[src/rtl/exp6_sequenciador_jogo.sv]
// exp6_sequenciador_jogo
// Control unit for the memory-sequence game. Each round it first shows the
// stored sequence on the LEDs, then collects the player's moves and checks
// them against memory. The show/timeout timer lives here; the datapath only
// supplies compare and end-of-count flags.
//
// Configuration macro: EXP6_TIMEOUT_EN
//   defined   : the ESPERA move timeout is active and FIM_TIMEOUT is reachable
//   undefined : ESPERA waits indefinitely, timeout is constant 0 and the
//               timer holds while in ESPERA
//
// Ports
//   clock, reset               rising-edge clock, async active-low reset
//   iniciar                    start/restart request (level)
//   nivel_tempo                0: TMO_LONG, 1: TMO_SHORT move timeout
//   jogada_feita               one-cycle move pulse from the datapath
//   jogada_correta             jogada register matches memory[address]
//   enderecoIgualRodada        address counter equals round counter
//   fimCR                      round counter at the last round
//   zeraC/contaC               address counter clear/increment
//   zeraCR/contaCR             round counter clear/increment
//   zeraR/registraR            jogada register clear/load
//   registraN                  load level registers
//   mostra_leds                LEDs show memory (1) or jogada (0)
//   acertou/errou/timeout      result flags, held in the final states
//   pronto                     high in every FIM_* state
//   db_estado                  current state code
//
// state          | meaning
// 0 INICIAL      | idle, waiting for iniciar
// 1 PREPARA      | clear counters, load level
// 2 INICIA_RODADA| clear address, clear timer
// 3 MOSTRA_ON    | light memory[address] for SHOW_ON cycles
// 4 MOSTRA_OFF   | dark gap for SHOW_OFF cycles
// 5 PROX_MOSTRA  | advance address to next shown entry
// 6 ZERA_END     | rewind address, clear jogada register
// 7 ESPERA       | wait for a move (timeout when enabled)
// 8 REGISTRA     | load jogada register
// 9 COMPARA      | compare jogada with memory
// A PROX_JOGADA  | advance address, restart timeout
// B PROX_RODADA  | advance round
// C FIM_ACERTOU  | game won
// D FIM_ERROU    | wrong move
// E FIM_TIMEOUT  | move timed out

module exp6_sequenciador_jogo #(
    parameter int TIMER_W   = 16,
    parameter int SHOW_ON   = 1000,
    parameter int SHOW_OFF  = 500,
    parameter int TMO_LONG  = 5000,
    parameter int TMO_SHORT = 3000
) (
    input  logic       clock,
    input  logic       reset,
    input  logic       iniciar,
    input  logic       nivel_tempo,
    input  logic       jogada_feita,
    input  logic       jogada_correta,
    input  logic       enderecoIgualRodada,
    input  logic       fimCR,
    output logic       zeraC,
    output logic       contaC,
    output logic       zeraCR,
    output logic       contaCR,
    output logic       zeraR,
    output logic       registraR,
    output logic       registraN,
    output logic       mostra_leds,
    output logic       acertou,
    output logic       errou,
    output logic       timeout,
    output logic       pronto,
    output logic [3:0] db_estado
);

    typedef enum logic [3:0] {
        INICIAL       = 4'h0,
        PREPARA       = 4'h1,
        INICIA_RODADA = 4'h2,
        MOSTRA_ON     = 4'h3,
        MOSTRA_OFF    = 4'h4,
        PROX_MOSTRA   = 4'h5,
        ZERA_END      = 4'h6,
        ESPERA        = 4'h7,
        REGISTRA      = 4'h8,
        COMPARA       = 4'h9,
        PROX_JOGADA   = 4'hA,
        PROX_RODADA   = 4'hB,
        FIM_ACERTOU   = 4'hC,
        FIM_ERROU     = 4'hD,
        FIM_TIMEOUT   = 4'hE
    } state_t;

    localparam logic [TIMER_W-1:0] SHOW_ON_M1  = TIMER_W'(SHOW_ON - 1);
    localparam logic [TIMER_W-1:0] SHOW_OFF_M1 = TIMER_W'(SHOW_OFF - 1);

    state_t             state;
    state_t             state_next;
    logic [TIMER_W-1:0] timer;
    logic [TIMER_W-1:0] timer_next;
    logic               tmr_run;
    logic               tmr_hold;
    logic [11:0]        outs_next;

`ifdef EXP6_TIMEOUT_EN
    localparam logic [TIMER_W-1:0] TMO_LONG_M1  = TIMER_W'(TMO_LONG - 1);
    localparam logic [TIMER_W-1:0] TMO_SHORT_M1 = TIMER_W'(TMO_SHORT - 1);
    logic [TIMER_W-1:0] tmo_limit_m1;
    assign tmo_limit_m1 = nivel_tempo ? TMO_SHORT_M1 : TMO_LONG_M1;
`else
    logic unused_nivel_tempo;
    assign unused_nivel_tempo = nivel_tempo;
`endif

    always_comb begin
        state_next = state;
        tmr_run    = 1'b0;
        tmr_hold   = 1'b0;
        timer_next = '0;
        case (state)
            INICIAL:       if (iniciar) state_next = PREPARA;
            PREPARA:       state_next = INICIA_RODADA;
            INICIA_RODADA: state_next = MOSTRA_ON;
            MOSTRA_ON: begin
                tmr_run = 1'b1;
                if (timer == SHOW_ON_M1) state_next = MOSTRA_OFF;
            end
            MOSTRA_OFF: begin
                tmr_run = 1'b1;
                if (timer == SHOW_OFF_M1)
                    state_next = enderecoIgualRodada ? ZERA_END : PROX_MOSTRA;
            end
            PROX_MOSTRA:   state_next = MOSTRA_ON;
            ZERA_END:      state_next = ESPERA;
            ESPERA: begin
`ifdef EXP6_TIMEOUT_EN
                tmr_run = 1'b1;
                // a move arriving on the limit cycle still counts
                if (jogada_feita)                state_next = REGISTRA;
                else if (timer == tmo_limit_m1)  state_next = FIM_TIMEOUT;
`else
                tmr_hold = 1'b1;
                if (jogada_feita) state_next = REGISTRA;
`endif
            end
            REGISTRA:      state_next = COMPARA;
            COMPARA: begin
                if (!jogada_correta)          state_next = FIM_ERROU;
                else if (!enderecoIgualRodada) state_next = PROX_JOGADA;
                else if (fimCR)                state_next = FIM_ACERTOU;
                else                           state_next = PROX_RODADA;
            end
            PROX_JOGADA:   state_next = ESPERA;
            PROX_RODADA:   state_next = INICIA_RODADA;
            FIM_ACERTOU, FIM_ERROU, FIM_TIMEOUT:
                           if (iniciar) state_next = PREPARA;
            default:       state_next = INICIAL;
        endcase

        // timing states count while staying and clear on exit; all other
        // states leave the timer at zero so the next timing state starts fresh
        if (tmr_run && (state_next == state))
            timer_next = (timer == '1) ? timer : timer + 1'b1;
        else if (tmr_hold)
            timer_next = timer;
    end

    // Outputs are decoded from the next state and registered, so they line up
    // with the state register exactly (a Moore decode without output glitches).
    // Bit order: zeraC contaC zeraCR contaCR zeraR registraR registraN
    //            mostra_leds acertou errou timeout pronto
    always_comb begin
        outs_next = '0;
        case (state_next)
            PREPARA:       outs_next = 12'b1010_1010_0000;
            INICIA_RODADA: outs_next = 12'b1000_0000_0000;
            MOSTRA_ON:     outs_next = 12'b0000_0001_0000;
            PROX_MOSTRA:   outs_next = 12'b0100_0000_0000;
            ZERA_END:      outs_next = 12'b1000_1000_0000;
            REGISTRA:      outs_next = 12'b0000_0100_0000;
            PROX_JOGADA:   outs_next = 12'b0100_0000_0000;
            PROX_RODADA:   outs_next = 12'b0001_0000_0000;
            FIM_ACERTOU:   outs_next = 12'b0000_0000_1001;
            FIM_ERROU:     outs_next = 12'b0000_0000_0101;
`ifdef EXP6_TIMEOUT_EN
            FIM_TIMEOUT:   outs_next = 12'b0000_0000_0011;
`else
            FIM_TIMEOUT:   outs_next = 12'b0000_0000_0001;
`endif
            default:       outs_next = '0;
        endcase
    end

    always_ff @(posedge clock or negedge reset) begin
        if (!reset) begin
            state <= INICIAL;
            timer <= '0;
            {zeraC, contaC, zeraCR, contaCR, zeraR, registraR, registraN,
             mostra_leds, acertou, errou, timeout, pronto} <= '0;
        end else begin
            state <= state_next;
            timer <= timer_next;
            {zeraC, contaC, zeraCR, contaCR, zeraR, registraR, registraN,
             mostra_leds, acertou, errou, timeout, pronto} <= outs_next;
        end
    end

    assign db_estado = state;

endmodule

[config.mk]
export PLATFORM = sky130hd
export DESIGN_NAME = exp6_sequenciador_jogo
export DESIGN_NICKNAME = d
export VERILOG_FILES = /design/src/rtl/exp6_sequenciador_jogo.sv
export SDC_FILE = /design/constraint.sdc
export NUM_CORES = 1
export LEC_CHECK = 0
export CORE_UTILIZATION = 55
export DETAILED_ROUTE_END_ITERATION = 12
export PLACE_DENSITY = 0.85
export SYNTH_ARGS = -nofsm -noshare
export SYNTH_HDL_FRONTEND = slang
export SYNTH_SLANG_ARGS = --single-unit
[constraint.sdc]
create_clock -name clock -period 2.75 [get_ports clock]
set_input_delay 0.4125 -clock clock [delete_from_list [all_inputs] [get_ports clock]]
set_output_delay 0.4125 -clock clock [all_outputs]
set_load 0.01 [all_outputs]
==> results of run 1 <==
cells by family (layout without fill, tap and decap cells):
| logic type | Yosys count | in the layout | synth area share |
|---|---|---|---|
| DFF | 30 | 30 | 0.403 |
| muxes | 5 | 5 | 0.0275 |
| adders and majority gates | 6 | 6 | 0.0403 |
| other | 1 | 1 | 0.00201 |
| xor gates and xnor gates | 1 | 1 | 0.00470 |
| AOI/OAI and AO/OA | 43 | 43 | 0.179 |
| and+or+nand+nor | 99 | 99 | 0.297 |
| buffers and inverters | 17 | 40 | 0.0470 |
worst paths after layout:
kind                                    from        to  slack [ps]
worst max-delay path            db_estado[1]     zeraC         280
worst min register to register      timer[0]  timer[0]         520
worst min-delay path                   reset     zeraR         450
min in group clock                  timer[0]  timer[0]         520
worst max register to register  db_estado[1]     zeraC         280
max in group asynchronous              reset   contaCR        2010
Yosys cell counts (2+ instances only):
master    count  area [um^2]
or2_2         2         12.5
inv_1         7         26.3
nand3_1       6         30.0
clkbuf_1      2         7.51
mux2i_1       4         40.0
a31oi_1      11         68.8
and4_4        2         22.5
nor3_1        8         40.0
a21oi_1       8         40.0
nand2_1      22         82.6
nand2b_1      6         37.5
nor2b_1       2         12.5
dfrtp_1      30          751
ha_1          6         75.1
nor4_1        2         12.5
buf_2         4         20.0
and2_1        4         25.0
a41oi_1       2         17.5
buf_4         3         22.5
nor2_1       19         71.3
o21ai_1       2         10.0
and3_1        7         43.8
o21ai_0       4         20.0
nand2_2       5         31.3
state kept, by name (all words and copies together) (netlist names):
| signal | count |
|---|---|
| acertou | 1 |
| mostra_leds | 1 |
| zeraC | 1 |
| zeraCR | 1 |
| pronto | 1 |
| zeraR | 1 |
| db_estado | 4 |
| errou | 1 |
| timer | 16 |
| registraR | 1 |
| contaC | 1 |
| contaCR | 1 |
placed cells by master, fill, tap and decap left out, types with 2 or more instances in the layout:
| cell | n |
|---|---|
| nor2_1 | 19 |
| dfrtp_1 | 30 |
| ha_1 | 6 |
| nand3_1 | 6 |
| or2_2 | 2 |
| nand2b_1 | 6 |
| a21oi_1 | 8 |
| mux2i_1 | 4 |
| nor3_1 | 8 |
| o21ai_0 | 4 |
| a41oi_1 | 2 |
| clkdlybuf4s50_1 | 21 |
| and4_4 | 2 |
| and3_1 | 7 |
| buf_4 | 5 |
| inv_1 | 7 |
| nand2_1 | 22 |
| a31oi_1 | 11 |
| nor2b_1 | 2 |
| nand2_2 | 5 |
| clkbuf_4 | 5 |
| nor4_1 | 2 |
| and2_1 | 4 |
| clkinv_2 | 2 |
| o21ai_1 | 2 |
through the flow:
stage | setup WS, ps | util | power [mW] | hold slack, ps
global placement | 248 | 0.673 | 0.799 | 488
finish | 276 | 0.688 | 1.07 | 449
floorplan | 622 | - | 0.744 | 117
detailed placement | 162 | 0.673 | 0.826 | 504
global route | 111 | 0.688 | 1.13 | 473
CTS | 331 | 0.688 | 1.07 | 453
cell type report:
class	instances	area, um^2	area share
Sequential cell	30	751	0.349
Tap cell	44	55.1	0.0256
Clock inverter	2	10.0	0.00465
Inverter	7	26.3	0.0122
Multi-Input combinational cell	155	1020	0.476
Timing Repair Buffer	26	248	0.115
Clock buffer	5	37.5	0.0174
power by group:
part,switching (mW),internal (mW),leakage [nW]
sequential,0.0746,0.494,0.394
clock,0.155,0.0916,0.0308
combinational,0.139,0.114,0.562
total,0.369,0.700,0.987
metal layers:
metal | up-vias | wire, um | track usage
li1 | 775 | - | -
met1 | 794 | 1870 | 0.333
met2 | 44 | 2040 | 0.430
met3 | 7 | 190 | 0.0758
met4 | 0 | 66 | 0.0963
met5 | - | 0 | 0
==> flow_summary.ini, run 1 <==
[run_status]
status = finished, final reports clean

[timing]
tightest_slew_ps = 688
maxSlewHeadroom = 0.538
finalHoldViolations = 0
rsz0062_at_grt = false
drv_slew = 0
max_freq_ghz = 0.404
fin_skew_ps = 6.20
min_period_ps = 2470
fin_crit_sh = 0.900
setup_tns_ps = 0
finalSetupViolCount = 0

[final_layout]
area_growth_pct = 15.5
fin_nets = 239
finalInstanceArea_um2 = 2150
instances_no_fill = 269
drive_gt1_frac = 0.142
n_fill_cell = 249
n_antenna_cell = 0

[clock_network]
cts_sinks = 30
cts.repair.resized = 0
path_clk_slew_ps = 90
root_buffer = clkbuf_4
cts.hold.buffers_added = 0
clkLatencyLatePin_ps = 340
h-tree-depth = 2
cts_tree = yes
postCtsSetupRepairBufs = 0
cts_buffers = 5
clk_path_buf_depth = 2

[drt]
drt_iter0_markers = 82
post-route-drc-count = 0
vias = 1620
totalWireLength_um = 4170
wl_per_cell_um = 15.5
first_pass_iters = 4
via_per_inst = 6.02
ant_nets = 0

[power]
power.density_nw_per_um2 = 497
power.leakage_nw = 0.987
peakVddDrop_mv = 0.521

[yosys]
synth_cell_type_count = 58
synth_nets = 216
yosys_warnings = 0
postSynthAreaPerCell_um2 = 9.22
syn_area_um2 = 1860
synth_cells = 202
ys_ff_latch = 30
synth-main-ff-cell = dfrtp_1
async_flop_share = 1.00
synth_edf_count = 0
ys_seq_area_frac = 0.403

[run]
max-cap-violations = 0

[floorplanning]
core_area_um2 = 3130
io_pins = 24
dieArea_um2 = 3620
rows = 20
die_w_um = 60.2
initial_core_util = 0.596
die_y_um = 60.2

[worst_setup_path]
max_stage_delay_ps = 560
start_kind = register
cp.required_ps = 2960
crit_path_top_delay_cell = dfrtp_1
criticalPathCategory = reg2reg
reg2reg_depth = 8
arrival_ps = 2680
cp.depth = 8
cp.buffers_inverters = 1
critPathTopFamily = simple AND/OR/NAND/NOR gates
path_max_fanout = 14
worstPathCellList = or2_1 -> nor4_1 -> nand2_1 -> o211ai_4 -> inv_1 -> ha_1 -> mux2i_1 -> nor2_1
cp-end-kind = register

[global_route]
grt-ovfl-total = 0
grt_max_degree = 31
grt_pass1_wl_um = 7040
grt_pass1_vias = 1543
grt_use_total = 0.265
antenna_found_initial = 0

[placed_design]
dp_hpwl_um = 3030
place_congestion = 0.876
numPortBuffers = 21
placed_cell_area_um2 = 2100
placedCellCount = 262

[hold_path]
hold_class = in2async
No activity file was read; power rests on OpenSTA's default activity.
==> run 2, diff against run 1 <==
--- a/config.mk
+++ b/config.mk
@@ -5,9 +5,12 @@
 export SDC_FILE = /design/constraint.sdc
 export NUM_CORES = 1
 export LEC_CHECK = 0
-export CORE_UTILIZATION = 55
+export CELL_PAD_IN_SITES_DETAIL_PLACEMENT = 0
+export CELL_PAD_IN_SITES_GLOBAL_PLACEMENT = 1
+export CORE_UTILIZATION = 42
 export DETAILED_ROUTE_END_ITERATION = 12
-export PLACE_DENSITY = 0.85
+export PLACE_DENSITY = 0.91
+export SLEW_MARGIN = 10
 export SYNTH_ARGS = -nofsm -noshare
 export SYNTH_HDL_FRONTEND = slang
 export SYNTH_SLANG_ARGS = --single-unit
==> run 2 against run 1 <==
Global-route usage shrank 6.4 points. Final cell count grew 3.7%. Worst setup slack gained 140 ps. Critical endpoint unchanged. Die area grew 30%. Final area grew 3.4%. Register-to-register slack gained 140 ps. Worst hold slack gained 61 ps. Critical path type unchanged. Fmax grew 5.9%. First-iteration DRC count shrank 21%. Largest power group unchanged. Critical path depth is the same.
==> flow_summary.ini, run 2 (synthesis gave the netlist of run 1 again) <==
[run_status]
status = finished, final reports clean

[power]
seqPwrFrac = 0.484
swShare = 0.309
p_int_mw = 0.810
p_comb_frac = 0.208
power.density_nw_per_um2 = 526
switching_power_mw = 0.362
clockPowerShare = 0.308
peakVddDrop_mv = 0.306
power_mw = 1.17
power.leakage_nw = 1.02

[drt]
vias = 1538
via_per_inst = 5.51
totalWireLength_um = 3970
first_pass_iters = 5
ant_nets = 0
wl_per_cell_um = 14.2
post-route-drc-count = 0
drt_iter0_markers = 65

[final_layout]
post-route-util = 0.541
multi_input_area_um2 = 1020
fin_nets = 242
area_growth_pct = 19.5
largest_reg_flops = 16
layout_commonest_cell = dfrtp_1
n_fill_cell = 394
n_antenna_cell = 0
layout_common_cells = 30 x dfrtp_1, 22 x nand2_1, 21 x clkdlybuf4s50_1
drive_gt1_frac = 0.153
regArea_um2 = 751
regMostFlops = timer

[timing]
hold_ws_ps = 510
setup_tns_ps = 0
fin_skew_ps = 5.46
rsz0062_at_grt = false
drv_slew = 0
finalHoldViolations = 0
maxSlewHeadroom = 0.593
fin_crit_sh = 0.849
min_period_ps = 2340
tightest_slew_ps = 605
max_freq_ghz = 0.428
finalSetupViolCount = 0
setup_slack_ps = 414

[clock_network]
h-tree-depth = 2
root_buffer = clkbuf_8
postCtsSetupRepairBufs = 0
cts_tree = yes
clk_path_buf_depth = 2
path_clk_slew_ps = 60
cts.hold.buffers_added = 0
cts_buffers = 5
cts_sinks = 30
cts.repair.resized = 0
clkLatencyLatePin_ps = 280

[floorplanning]
rows = 23
initial_core_util = 0.453
die_w_um = 68.6
die_y_um = 68.6
io_pins = 24
core_area_um2 = 4120
dieArea_um2 = 4710

[placed_design]
place_congestion = 0.779
dp_slack_ps = 249
numPortBuffers = 21
dp_hpwl_um = 2840

[global_route]
grt_pass1_wl_um = 6770
grt_use_total = 0.200
grt_max_degree = 31
grt-ovfl-total = 0
antenna_found_initial = 0
grt_pass1_vias = 1383

[worst_setup_path]
crit_path_top_delay_cell = dfrtp_1
start_kind = register
worstPathCellList = or2_1 -> nor4_1 -> nand2_1 -> o211ai_4 -> inv_1 -> ha_1 -> mux2i_1 -> nor2_1
max_stage_delay_ps = 500
cp.required_ps = 2920
cp-end-kind = register
critPathTopFamily = simple AND/OR/NAND/NOR gates
criticalPathCategory = reg2reg
cp.buffers_inverters = 1
path_max_fanout = 11
arrival_ps = 2500
ff2ff_setup_slack_ps = 410

[hold_path]
hold_class = in2async

[run]
max-cap-violations = 0
-- run 2: changes by cell type in the layout (fill, tap and decap cells not counted), sizes merged --
| cell | previous run | this run |
|---|---|---|
| buf | 5 | 8 |
| clkbuf | 5 | 7 |
| clkinv | 2 | 1 |
-- run 2: worst register-to-register path: stages, from the launching register on --
cell	delay [ps]
dfrtp_1	500
or2_1	320
nor4_1	320
nand2_1	150
o211ai_4	320
inv_1	120
ha_1	310
mux2i_1	130
nor2_1	60
-- run 2: cell type report --
type                            count  share of cell area
Clock inverter                      1             0.00225
Multi-Input combinational cell    155               0.460
Inverter                            7              0.0118
Timing Repair Buffer               29               0.121
Tap cell                           50              0.0281
Clock buffer                        7              0.0388
Sequential cell                    30               0.337
-- run 2: worst paths after layout --
path / start / endpoint / cells past startpoint
setup / recovery: db_estado[0] / zeraC / 8
hold / removal: reset / contaC / 2
setup reg to reg: db_estado[0] / zeraC / 8
hold reg to reg: timer[0] / timer[0] / 1
max in group asynchronous: reset / timer[2] / 2
min in group clock: timer[0] / timer[0] / 1
-- run 2: metrics by stage --
stage	cells	instance area, um^2
floorplan	202	1860
global placement	271	2130
detailed placement	271	2130
CTS	279	2230
global route	279	2230
finish	279	2230
-- run 2: power groups by stage --
stage | registers (mW) | clock network (mW) | logic [mW]
5_1_grt | 0.577 | 0.400 | 0.277
2_1_floorplan | 0.544 | 0 | 0.200
3_5_place_dp | 0.573 | 0 | 0.244
3_3_place_gp | 0.571 | 0 | 0.236
6_report | 0.568 | 0.361 | 0.243
4_1_cts | 0.566 | 0.371 | 0.245
-- run 2: per-layer routing --
metal	vias up	part of all wire	track usage
met2	23	0.43	0.290
met5	-	0	0
met1	733	0.52	0.280
met3	6	0.030	0.0444
li1	776	-	-
met4	0	0.020	0.0938
==> run 3, diff against run 2 <==
==> constraint.sdc (replaced) <==
create_clock -name clock -period 2.4 [get_ports clock]
set_input_delay 0.36 -clock clock [delete_from_list [all_inputs] [get_ports clock]]
set_output_delay 0.36 -clock clock [all_outputs]
set_load 0.01 [all_outputs]
==> run 3 against run 2 <==
Wire length rose by 0.71%. Via count rose by 0.39%. Clock skew fell by 1.3 ps. First-iteration DRC count rose by 11%. Total power rose by 23%. Flip-flop and latch count did not move. Non-clock buffer count rose by 4. Sequential power rose by 14%. Core utilization rose by 1.6 points. Fmax rose by 6.2%. Worst hold slack got worse by 42 ps. Critical path type unchanged. Critical endpoint is now timer[3]. Largest power group unchanged.
==> flow_summary.ini, run 3 (synthesis gave the netlist of run 1 again) <==
[timing]
setup_tns_ps = 0
rsz0062_at_grt = false
tightest_slew_ps = 508
finalHoldViolations = 0
drv_slew = 0
min_period_ps = 2200
max_freq_ghz = 0.455
maxSlewHeadroom = 0.653
finalSetupViolCount = 0
fin_skew_ps = 4.16
fin_crit_sh = 0.917

[worst_setup_path]
crit_path_top_delay_cell = dfrtp_1
rr_startpoint = timer[0]
reg2reg_depth = 9
crit_path_end = timer[3]
r2r_end = timer[3]
max_stage_delay_ps = 400
path_max_fanout = 19
start_kind = register
cp-end-kind = register
cp.required_ps = 2610
crit_start = timer[0]
worstPathCellList = ha_1 -> and4_4 -> and4_4 -> and3_4 -> or3_4 -> o21ai_4 -> buf_12 -> a31oi_1 -> a31oi_1
arrival_ps = 2410
ff2ff_setup_slack_ps = 200
criticalPathCategory = reg2reg

[clock_network]
clk_path_buf_depth = 2
cts.repair.resized = 0
cts_buffers = 5
cts_tree = yes
postCtsSetupRepairBufs = 0
h-tree-depth = 2
clkLatencyLatePin_ps = 290
path_clk_slew_ps = 60
cts.hold.buffers_added = 0
cts_sinks = 30
root_buffer = clkbuf_8

[floorplanning]
core_area_um2 = 4120
io_pins = 24
die_y_um = 68.6
rows = 23
initial_core_util = 0.453
die_w_um = 68.6
dieArea_um2 = 4710

[power]
seqPwrFrac = 0.450
peakVddDrop_mv = 0.433
clockPowerShare = 0.350
power.density_nw_per_um2 = 629
p_comb_frac = 0.201
swShare = 0.295
power.leakage_nw = 1.05
p_int_mw = 1.02
switching_power_mw = 0.425

[global_route]
busiest_layer = met2
grt_use_met3 = 0.0395
antenna_found_initial = 0
grt-ovfl-total = 0
grt_use_total = 0.194
grt_pass1_vias = 1437
grt_max_degree = 31
grt_pass1_wl_um = 6620
use_met2 = 0.306
met1_usage = 0.256

[final_layout]
instances_no_fill = 283
area_growth_pct = 23.0
n_antenna_cell = 0
largest_reg_flops = 16
drive_gt1_frac = 0.172
regMostFlops = timer
layout_common_cells = 30 x dfrtp_1, 22 x nand2_1, 21 x clkdlybuf4s50_1
fin_nets = 246
layout_commonest_cell = dfrtp_1

[drt]
wl_per_cell_um = 14.1
post-route-drc-count = 0
totalWireLength_um = 4000
via_per_inst = 5.46
first_pass_iters = 4
ant_nets = 0
vias = 1544
drt_iter0_markers = 72

[placed_design]
placedCellCount = 275
place_congestion = 0.825
numPortBuffers = 21
dp_hpwl_um = 2870

[run]
max-cap-violations = 0

[run_status]
status = finished, final reports clean

[hold_path]
hold_class = in2async
-- run 3: changes by cell type in the layout (fill, tap and decap cells not counted), sizes merged --
cell and delta:
bufinv +1, clkinv -1, buf +4
-- run 3: final cells by class --
class                   count  area [um^2]
inverters                   7         26.3
multi-input cells         155         1030
repair buffers             33          313
clock inverters             1         30.0
fillers                   399         1820
flip-flops and latches     30          751
clock buffers               7         76.3
well taps                  50         62.6
-- run 3: power by group through the flow --
stage	clock, mW	sequential, mW	combinational (mW)
after global placement	0	0.655	0.281
after detailed placement	0	0.657	0.291
after CTS	0.513	0.648	0.294
final	0.504	0.648	0.289
after floorplan	0	0.624	0.229
after global routing	0.530	0.663	0.329
-- run 3: worst min-delay path by stage --
stage                     endpoint      from  depth (start not counted)
after floorplan            acertou     reset                          0
after global placement    timer[0]  timer[0]                          1
after detailed placement  timer[0]  timer[0]                          1
after CTS                 timer[7]     reset                          2
after global routing      timer[0]  timer[0]                          1
final                      contaCR     reset                          2
-- run 3: routing by layer --
layer / vias up / wire [um]
li1: 787 / -
met1: 734 / 1950
met2: 16 / 1860
met3: 7 / 118
met4: 0 / 70
met5: - / 0
-- run 3: worst max-delay path, delay by kind of cell, from the launching register on --
| family | cells | cell delay, ps |
|---|---|---|
| buffers and inverters | 1 | 170 |
| AND/OR/NAND/NOR | 4 | 910 |
| AO/OA/AOI/OAI | 3 | 400 |
| flip-flops | 1 | 400 |
| adder cells (fa/ha/maj) | 1 | 230 |
-- run 3: metrics by stage --
step	instance area [um^2]	hold slack, ps	worst slack (ps)	total power [mW]	util
after detailed placement	2180	496	70.0	0.948	0.529
final	2290	469	200	1.44	0.557
after global placement	2180	498	70.2	0.936	0.529
after CTS	2280	483	118	1.45	0.555
after global routing	2290	520	53.3	1.52	0.557
after floorplan	1860	64.4	272	0.853	-
==> patch 1: new RTL, settings of run 2 <==
The option `EXP6_TIMEOUT_EN` is turned on by a define.
--- a/src/rtl/exp6_sequenciador_jogo.sv
+++ b/src/rtl/exp6_sequenciador_jogo.sv
@@ -45,2 +45,4 @@
 
+`define EXP6_TIMEOUT_EN
+
 module exp6_sequenciador_jogo #(
Check against the original RTL: no difference found for any inputs over 10 cycles, from zero or initial values and one cycle with reset low; that may be too few to reach the edited logic, so the function may still have changed.
==> patch 1 against run 2 <==
Wire length up 2.0%; final area grew 3.5%; maximum frequency shrank 8.4%; largest cell class unchanged; global-route usage fell by 2.3 points; count of clock-buffer cells in the layout is 2 lower; area after synthesis is 1.2% higher; highest routed layer unchanged; worst setup slack got worse by 0.21 ns; sequential cell count rose by 1.
Power is not compared: it rests on default switching activity, and its combinational part moved more than twofold at a synthesized area within 25%.
==> patch 1: results (changes against run 2) <==
metric	value	unit	change
sequential area share after synthesis	41.14	%	was 40.30%
Clock Skew	0.005821	ns	was 0.005462 ns
worst-path maximum fanout	4		was 11
count of cell types in the netlist	51		was 58
met2 Use GR	28.26	%	was 29.04%
met3 Use GR	3.655	%	was 4.441%
WL met2	1927	microns	was 1714 microns
number of global-route vias before repair	1435		was 1,383
most frequent cells after synthesis	dfrtp_1 (31), nor2_1 (20), nand2_1 (15)		was dfrtp_1 (30), nand2_1 (22), nor2_1 (19)
DRT Pass-1 Iters	4		was 5
largest net degree at the start of global routing	32		was 31
crit path DAT	2.75	ns	was 2.50 ns
I/O Buffers	23		was 21
Syn Nets	209		was 216
Post-Route M1 WL	1942	microns	was 2054 microns
Post-DP Area	2167	sq um	was 2135 sq um
Nets	238		was 242
measured slew at the worst slew-check pin	0.7127	ns	was 0.6053 ns
total track usage	17.75	%	was 20.03%
status	finished, final reports clean		unchanged
# rows	24		was 23
global-route wire length before repair	6824	microns	was 6768 microns
DR iter-0 viols	123		was 65
DP HPWL	3045	microns	was 2840 microns
vias per cell	5.516		was 5.513
Pwr Density	774.3	nW/um^2	
met3 routed WL	126	microns	was 118 microns
## patch 1: changes by cell type in the layout (fill, tap and decap cells not counted), moves of 3 or more
cell / change
xor2_1: +3
nand4_1: +5
and4_1: +3
o21ai_0: +5
xnor2_1: +4
nand2_2: -5
or3_1: +4
nand2_1: -7
mux2i_1: -3
a31oi_1: -10
and2_1: -4
## patch 1: cell families (layout without fill, tap and decap cells)
| logic type | count (synthesis) | in the layout | synth area share [%] |
|---|---|---|---|
| multiplexers | 3 | 3 | 2.322 |
| adder cells (fa/ha/maj) | 6 | 6 | 3.981 |
| AND/OR/NAND/NOR | 97 | 97 | 30.92 |
| AO/OA/AOI/OAI | 34 | 34 | 12.14 |
| buffers and inverters | 16 | 46 | 5.773 |
| flip-flops | 31 | 31 | 41.14 |
| XOR/XNOR | 8 | 8 | 3.716 |
## patch 1: final cells by class
cell class                      count  share of cell area, %
Multi-Input combinational cell    148                  43.45
Sequential cell                    31                  33.68
Timing Repair Buffer               30                  12.28
Clock buffer                        5                  2.988
Clock inverter                      3                  2.933
Tap cell                           52                  2.825
Inverter                            8                  1.847
## patch 1: through the flow
stage	total power [mW]	hold WS (ns)	std cells	setup slack, ns
5_1_grt	1.898	0.5548	277	0.07498
3_3_place_gp	1.236	0.5615	269	0.2202
6_report	1.783	0.5053	277	0.1997
3_5_place_dp	1.253	0.5722	269	0.1189
4_1_cts	1.799	0.5287	277	0.2051
2_1_floorplan	1.030	0.1169	195	0.5183
## patch 1: power by group through the flow
stage | registers [mW] | clock network, mW | logic [mW]
2_1_floorplan | 0.558 | 0 | 0.472
3_3_place_gp | 0.532 | 0 | 0.704
3_5_place_dp | 0.537 | 0 | 0.716
4_1_cts | 0.528 | 0.548 | 0.724
5_1_grt | 0.530 | 0.569 | 0.799
6_report | 0.527 | 0.537 | 0.720
## patch 1: path summary, 6_finish.rpt
path / start / to / slack [ns] / cells after the start
worst max register to register: timer[0]$_DFFE_PN0P_ / zeraR$_DFF_PN0_ / 0.20 / 9
min in group clock: timer[15]$_DFFE_PN0P_ / timer[15]$_DFFE_PN0P_ / 0.58 / 2
max in group asynchronous: reset / db_estado[3]$_DFF_PN0_ / 1.95 / 2
worst min register to register: timer[15]$_DFFE_PN0P_ / timer[15]$_DFFE_PN0P_ / 0.58 / 2
worst max-delay path: timer[0]$_DFFE_PN0P_ / zeraR$_DFF_PN0_ / 0.20 / 9
worst min-delay path: reset / timer[13]$_DFFE_PN0P_ / 0.51 / 2
## patch 1: critical path: stages, from the launching register on
cell and delay (ns):
dfrtp_1 0.39, ha_1 0.25, nor4b_4 0.26, nand4_1 0.17, or4_1 0.53, and4_1 0.27
inv_1 0.14, ha_1 0.24, nand2_4 0.06, a21oi_1 0.13
==> patch 2: new RTL, settings of run 2 <==
Made on the original files. Put a register stage on the output `mostra_leds`, cleared by the reset. The value now appears one clock later. The other outputs are not delayed to match.
--- a/src/rtl/exp6_sequenciador_jogo.sv
+++ b/src/rtl/exp6_sequenciador_jogo.sv
@@ -96,2 +96,4 @@
 
+    logic mostra_leds_d;
+
     state_t             state;
@@ -198,3 +200,3 @@
             {zeraC, contaC, zeraCR, contaCR, zeraR, registraR, registraN,
-             mostra_leds, acertou, errou, timeout, pronto} <= '0;
+             mostra_leds_d, acertou, errou, timeout, pronto} <= '0;
         end else begin
@@ -203,3 +205,3 @@
             {zeraC, contaC, zeraCR, contaCR, zeraR, registraR, registraN,
-             mostra_leds, acertou, errou, timeout, pronto} <= outs_next;
+             mostra_leds_d, acertou, errou, timeout, pronto} <= outs_next;
         end
@@ -209,2 +211,10 @@
 
+    always_ff @(posedge clock or negedge reset) begin
+        if (!reset) begin
+            mostra_leds <= '0;
+        end else begin
+            mostra_leds <= mostra_leds_d;
+        end
+    end
+
 endmodule
Function: changed (Yosys sat finds a counterexample within 4 cycles, from zero or initial values and one cycle with reset low).
==> patch 2 against run 2 <==
Sequential cell count grew 1; largest cell class unchanged; final area rose by 0.84%; worst setup slack got worse by 0.26 ns; wire length is essentially flat; area after synthesis decreased by 1.1%; non-clock buffer count is 5 higher.
Power is not compared: it rests on default switching activity, and its combinational part moved more than twofold at a synthesized area within 25%.
==> patch 2: results (changes against run 2) <==
metric	value	unit	change
status	finished, final reports clean		unchanged
Nets	249		was 242
Layout Cells excl Fill	285		was 279
placed insts	278		was 271
sequential area share after synthesis	42.09	%	was 40.30%
Post-DP Area	2157	sq um	was 2135 sq um
final WL	3967	microns	was 3968 microns
R2R Setup Slk	0.16	ns	was 0.41 ns
count of cell types in the netlist	53		was 58
synth top area cells	dfrtp_1 (42%), a21oi_1 (4.1%), ha_1 (4.1%)		was dfrtp_1 (40%), nand2_1 (4.4%), ha_1 (4.0%)
filler cell count	395		was 394
DP HPWL	2915	microns	was 2840 microns
largest net degree at the start of global routing	32		was 31
DR iter-0 viols	57		was 65
slowest cell delay on critical path	0.57	ns	was 0.50 ns
gpl congestion	0.7842		was 0.7786
Crit. Startpoint	db_estado[3]$_DFF_PN0_		was db_estado[0]$_DFF_PN0_
worst hold slack	0.3536	ns	was 0.5104 ns
vias per cell	5.691		was 5.513
worst slack, placed	0.03638	ns	was 0.2486 ns
storage element area	775.7	sq um	was 750.7 sq um
number of global-route vias before repair	1514		was 1,383
worst-path maximum fanout	3		was 11
fraction of layout cells with a size suffix above 1	12.34	%	was 15.28%
diodes inserted	0		unchanged
Synth Instances	204		was 202
global-route wire length before repair	6575	microns	was 6768 microns
crit path DAT	2.75	ns	was 2.50 ns
fin crit period	2.592	ns	was 2.336 ns
worst hold path class	flip-flop to flip-flop		was input port to async pin
R2R depth	9		was 8
Syn Nets	218		was 216
most frequent cells after synthesis	dfrtp_1 (31), nand2_1 (19), nor2_1 (17)		was dfrtp_1 (30), nand2_1 (22), nor2_1 (19)
Clock Skew	0.003747	ns	was 0.005462 ns
slew margin rel.	65.45	%	was 59.34%
highest-delay cell along the critical path	or4b_4		was dfrtp_1
total track usage	19.39	%	was 20.03%
patch 2: changes by cell type in the layout (fill, tap and decap cells not counted), moves of 3 or more:
cell,run 2,this run
nand3_1,6,14
a31oi_1,11,2
buf_4,8,13
a21oi_1,8,15
nand2_1,22,19
o21ai_0,4,12
nand2_2,5,0
or3_1,1,5
patch 2: where the power goes:
part	total [mW]	switching (mW)	internal, mW
clock	0.351	0.155	0.196
sequential	0.579	0.0431	0.536
combinational	1.01	0.569	0.442
total	1.94	0.768	1.17
patch 2: logic make-up (layout without fill, tap and decap cells):
family,Yosys count,in the layout,synth area share (%)
flip-flops,31,31,42.09
adder cells (fa/ha/maj),6,6,4.073
buffers and inverters,17,48,4.480
AO/OA/AOI/OAI,51,51,18.87
XOR/XNOR,1,1,0.4753
other,1,1,0.2035
AND/OR/NAND/NOR,94,94,28.17
multiplexers,3,3,1.629
patch 2: critical path, delay by kind of cell (launching register included):
family	cells	cell delay, ns
simple gates	6	1.52
flops	1	0.38
fa+ha+maj	1	0.28
buf+inv	1	0.15
mux	1	0.15
patch 2: how the worst min path moves through the flow:
stage,start,to,cells past startpoint
detailed placement,mostra_leds_d$_DFF_PN0_,mostra_leds$_DFF_PN0_,0
finish,mostra_leds_d$_DFF_PN0_,mostra_leds$_DFF_PN0_,0
global route,mostra_leds_d$_DFF_PN0_,mostra_leds$_DFF_PN0_,0
global placement,mostra_leds_d$_DFF_PN0_,mostra_leds$_DFF_PN0_,0
floorplan,reset,acertou$_DFF_PN0_,0
CTS,mostra_leds_d$_DFF_PN0_,mostra_leds$_DFF_PN0_,0
patch 2: final cells by class:
| class | instances | area share (%) |
|---|---|---|
| Sequential cell | 31 | 34.56 |
| Multi-Input combinational cell | 156 | 43.87 |
| Clock inverter | 1 | 0.2230 |
| Timing Repair Buffer | 34 | 13.71 |
| Tap cell | 50 | 2.787 |
| Inverter | 7 | 1.171 |
| Clock buffer | 6 | 3.679 |
patch 2: metal layers:
| metal | track usage, % | share of wire (%) | up-vias |
|---|---|---|---|
| met5 | 0 | 0 | - |
| met4 | 10.68 | 3.1 | 0 |
| met3 | 5.000 | 3.2 | 13 |
| met2 | 29.53 | 45 | 27 |
| met1 | 24.84 | 48 | 773 |
| li1 | - | - | 809 |
